==> config.mk <==
export PLATFORM = sky130hd
export DESIGN_NAME = matrix_frame_scheduler
export DESIGN_NICKNAME = d
export VERILOG_FILES = /design/src/rtl/matrix_frame_scheduler.sv
export SDC_FILE = /design/constraint.sdc
export NUM_CORES = 1
export LEC_CHECK = 0
export ABC_AREA = 1
export CORE_MARGIN = 2
export CORE_UTILIZATION = 30
export DETAILED_ROUTE_END_ITERATION = 10
export MAX_ROUTING_LAYER = met4
export SLEW_MARGIN = 20
export SYNTH_ARGS = -nofsm -noshare
export SYNTH_HDL_FRONTEND = slang
export SYNTH_SLANG_ARGS = --single-unit
==> constraint.sdc <==
create_clock -name clk -period 2.5 [get_ports clk]
set_input_delay 0.25 -clock clk [delete_from_list [all_inputs] [get_ports clk]]
set_output_delay 0.25 -clock clk [all_outputs]
set_load 0.05 [all_outputs]
==> src/rtl/matrix_frame_scheduler.sv <==
// Double-buffered 8x8 LED matrix frame controller.
// Rows are written into a back bank and the front bank is row-scanned out.
module matrix_frame_scheduler #(
    parameter int SCAN_DIV = 8192
) (
    input  logic       clk,
    input  logic       reset,
    input  logic       wr_valid,
    output logic       wr_ready,
    input  logic [2:0] wr_row,
    input  logic [7:0] wr_data,
    input  logic       swap_req,
    output logic       swap_ack,
    input  logic       blank,
    output logic       frame_tick,
    output logic [7:0] segout,
    output logic [2:0] scanout
);

    localparam int TW = (SCAN_DIV > 1) ? $clog2(SCAN_DIV) : 1;

    logic [TW-1:0] timer;
    logic          row_end;
    logic          fb;
    logic          eff_swap;
    logic          wr_fire;
    logic          front;
    logic          front_next;
    logic          swap_pending;
    logic [2:0]    scan_next;
    logic [7:0]    row_next;
    logic [7:0]    bank [2][8];

    assign wr_ready = ~swap_pending;

    always_comb begin
        row_end    = (timer == TW'(SCAN_DIV - 1));
        fb         = row_end && (scanout == 3'd7);
        eff_swap   = fb && (swap_pending || swap_req);
        wr_fire    = wr_valid && wr_ready;
        front_next = front ^ eff_swap;
        scan_next  = row_end ? scanout + 3'd1 : scanout;
        row_next   = bank[front_next][scan_next];
        // A write landing on the swap edge targets the bank that becomes front.
        if (wr_fire && eff_swap && (wr_row == scan_next))
            row_next = wr_data;
    end

    always_ff @(posedge clk or negedge reset) begin
        if (!reset) begin
            timer        <= '0;
            scanout      <= 3'd0;
            segout       <= 8'hFF;
            swap_ack     <= 1'b0;
            frame_tick   <= 1'b0;
            swap_pending <= 1'b0;
            front        <= 1'b0;
            for (int b = 0; b < 2; b++)
                for (int r = 0; r < 8; r++)
                    bank[b][r] <= 8'h00;
        end else begin
            timer      <= row_end ? '0 : timer + 1'b1;
            scanout    <= scan_next;
            frame_tick <= fb;
            swap_ack   <= eff_swap;
            front      <= front_next;
            if (eff_swap)
                swap_pending <= 1'b0;
            else if (swap_req)
                swap_pending <= 1'b1;
            if (wr_fire)
                bank[~front][wr_row] <= wr_data;
            segout <= blank ? 8'hFF : ~row_next;
        end
    end

endmodule

==> results.cfg <==
[sta]
hold_ws_ns = 0.380
worst_slew_pin_slew_ns = 0.717
setup_ws_ns = 0.213
setup_viol = 0
setup_tns_ns = 0
slew_violations = 0
skew_ns = 0.0188
fin_crit_sh_pct = 91.5
final.min_clock_period_ns = 2.29
hold_viol = 0
slew-limit-headroom_pct = 52.1
rsz0062_at_grt = true
fmax_mhz = 437

[job]
maxCapViolCount = 0

[pwr]
intPower_w = 0.00433
p_sw_share_pct = 22.0
p_switching_w = 0.00122
p_seq_share_pct = 46.2
pwr-share-comb_pct = 3.2
clockPowerShare_pct = 50.6
p_leak_nw = 3.92
p_per_area_nw_per_um2 = 635
ir_worst_vdd_v = 0.000578

[yosys]
syn_nets = 893
yosysSeqAreaShare_pct = 53.7
syn_inst = 874
ys_ff_latch = 156
syn_area_um2 = 7290
synth_top_area_share_pct = 50.8
synth_area_leader_cell = dfrtp_1
synth_cell_types = 33
synthTopCellsByArea = dfrtp_1 51%, nand2_1 12%, nand3_1 11%
avgSynthCellArea_um2 = 8.34
yosys_warnings = 0

[clock_network]
clk_pin_slew_worst_paths_ns = 0.06
clockBufferDepth = 2
cts_htree_levels = 4
cts_root_buffer = clkbuf_16
cts_num_sinks = 156
clk_latency_ns = 0.43
numCtsBuffers = 17
tritoncts = yes

[detailed_routing]
routed_via_density = 4.94
ant_nets = 0
routed_wirelength_um = 20400
dr.first_iter.drc_count = 714
drt_drc_violations_left = 0
vias = 6148
first_pass_iters = 5
routedWlPerCell_um = 16.4

[finish]
final_common_cell = nand2_1
syn_to_final_growth_pct = 19.9
nets = 927
fin_area_um2 = 8740
final_cell_mix = 241 x nand2_1, 154 x nand3_1, 148 x dfrtp_1
antennaDiodeCount = 0
fill_cells = 2487
drive_gt1_share_pct = 11.3

[hold_path]
hp-class = in -> async

[floorplanning]
num_rows = 57
initial_utilization_pct = 30.2
die_h_um = 160
die_x_um = 160
ios = 30
die_area_um2 = 25600
core_area_um2 = 24100

[placement]
gp_congestion = 0.830
io_buffers = 29
hpwl_um = 13600
post-place-ws_ns = 0.0591
placed_cell_area_um2 = 8040

[critical_path]
critical_path_required_ns = 2.86
critPathCaptureType = flip-flop
critPathMaxFanout = 14
worstPathArrival_ns = 2.65
start_kind = flip-flop
critical_path_class = reg -> reg

[global_routing]
grt_pass1_vias = 5869
antenna_found_initial = 0
grt_pass1_wl_um = 33100
grt_overflow_total = 0
grt_max_degree = 64
grt_use_total_pct = 17.1

[outcome]
status = completed
[per-stage QoR]
step / instances / total power [W] / util (%)
floorplan: 874 / 0.00266 / -
global placement: 1209 / 0.00279 / 33.3
detailed placement: 1209 / 0.00279 / 33.3
CTS: 1242 / 0.00559 / 36.0
global route: 1245 / 0.00572 / 36.2
finish: 1245 / 0.00554 / 36.2
[power by group through the flow]
stage	Clock (W)	Sequential, W	Combinational (W)
floorplan	0	0.00260	0.0000559
global placement	0	0.00261	0.000178
detailed placement	0	0.00261	0.000180
CTS	0.00284	0.00256	0.000182
global route	0.00296	0.00256	0.000201
finish	0.00281	0.00256	0.000179
[area by class of cell]
cell class	count	area, um2	share of cell area [%]
Clock buffer	19	453	5.18
Inverter	44	165	1.89
Timing Repair Buffer	67	629	7.20
Tap cell	324	405	4.64
Sequential cell	156	3910	44.8
Multi-Input combinational cell	622	2980	34.1
Clock inverter	13	189	2.16
[critical path: stages, from the launching register on]
cell and delay, ns:
dfrtp_1 0.37, ha_1 0.17, nand2_1 0.09, nor2_4 0.13
nand2_4 0.10, nor2_8 0.19, nand4_4 0.22, nand2_2 0.18
buf_4 0.23, nand2_1 0.07, nand3_1 0.09, nand3_1 0.09
nand3_1 0.13, nand2_1 0.07, nand2_1 0.06, nand2_1 0.05
[state kept, by name (all words and copies together), names as in the netlist]
register / cells
frame_tick: 1
swap_pending: 1
timer: 13
swap_ack: 1
segout: 8
scanout: 3
bank: 128
front: 1
[repair_timing]
action	4_1_cts	5_1_grt
resized for setup	0	9
hold endpoints to repair	52	0
buffers inserted	0	3
setup endpoints to repair	0	8
hold buffers	1	0
[synth_stat cells]
master      n
xor2_1      5
o21ai_0   113
ha_1        3
a21oi_1    29
nand2_1   241
nand4_1     4
buf_2      15
inv_1      38
nor2_8      1
nand3_4     1
nand4_4     1
nand4_2     1
dfstp_2     8
nor2_2      1
nor4_2      3
xnor2_1     1
nor3_1     10
o21ai_1     2
buf_6       3
xor2_4      1
o21ai_4     1
inv_2       4
a211oi_1    1
nor2_4      1
clkinv_1    2
nand3_1   154
clkbuf_1   29
nor2_1     38
buf_4       5
dfrtp_1   148
nand2_2     7
o21a_1      1
nand2_4     2
[kinds of logic after synthesis]
kind of cell | Yosys count | synth area share [%]
AOI/OAI and AO/OA | 147 | 10.3
buffers and inverters | 96 | 5.77
DFF | 156 | 53.7
and+or+nand+nor | 465 | 28.6
adders and majority gates | 3 | 0.515
xor gates and xnor gates | 7 | 1.10
[path summary, 6_finish.rpt]
path / startpoint / endpoint / slack [ns] / cells past startpoint
hold reg to reg: timer[0]$_DFF_PN0_ / timer[0]$_DFF_PN0_ / 0.46 / 1
hold / removal: reset / timer[10]$_DFF_PN0_ / 0.38 / 2
max in group asynchronous: reset / bank[114]$_DFFE_PN0P_ / 1.44 / 3
min in group clk: timer[0]$_DFF_PN0_ / timer[0]$_DFF_PN0_ / 0.46 / 1
setup reg to reg: timer[0]$_DFF_PN0_ / segout[4]$_DFF_PN1_ / 0.21 / 15
setup / recovery: timer[0]$_DFF_PN0_ / segout[4]$_DFF_PN1_ / 0.21 / 15
[metal layers]
layer	up-vias	part of all wire, %	GRT usage (%)
met5	-	0	-
met4	0	2.2	5.41
met3	30	5.3	3.27
met2	188	47	26.3
met1	2970	45	22.8
li1	2960	-	-
(Power assumes the default switching activity.)
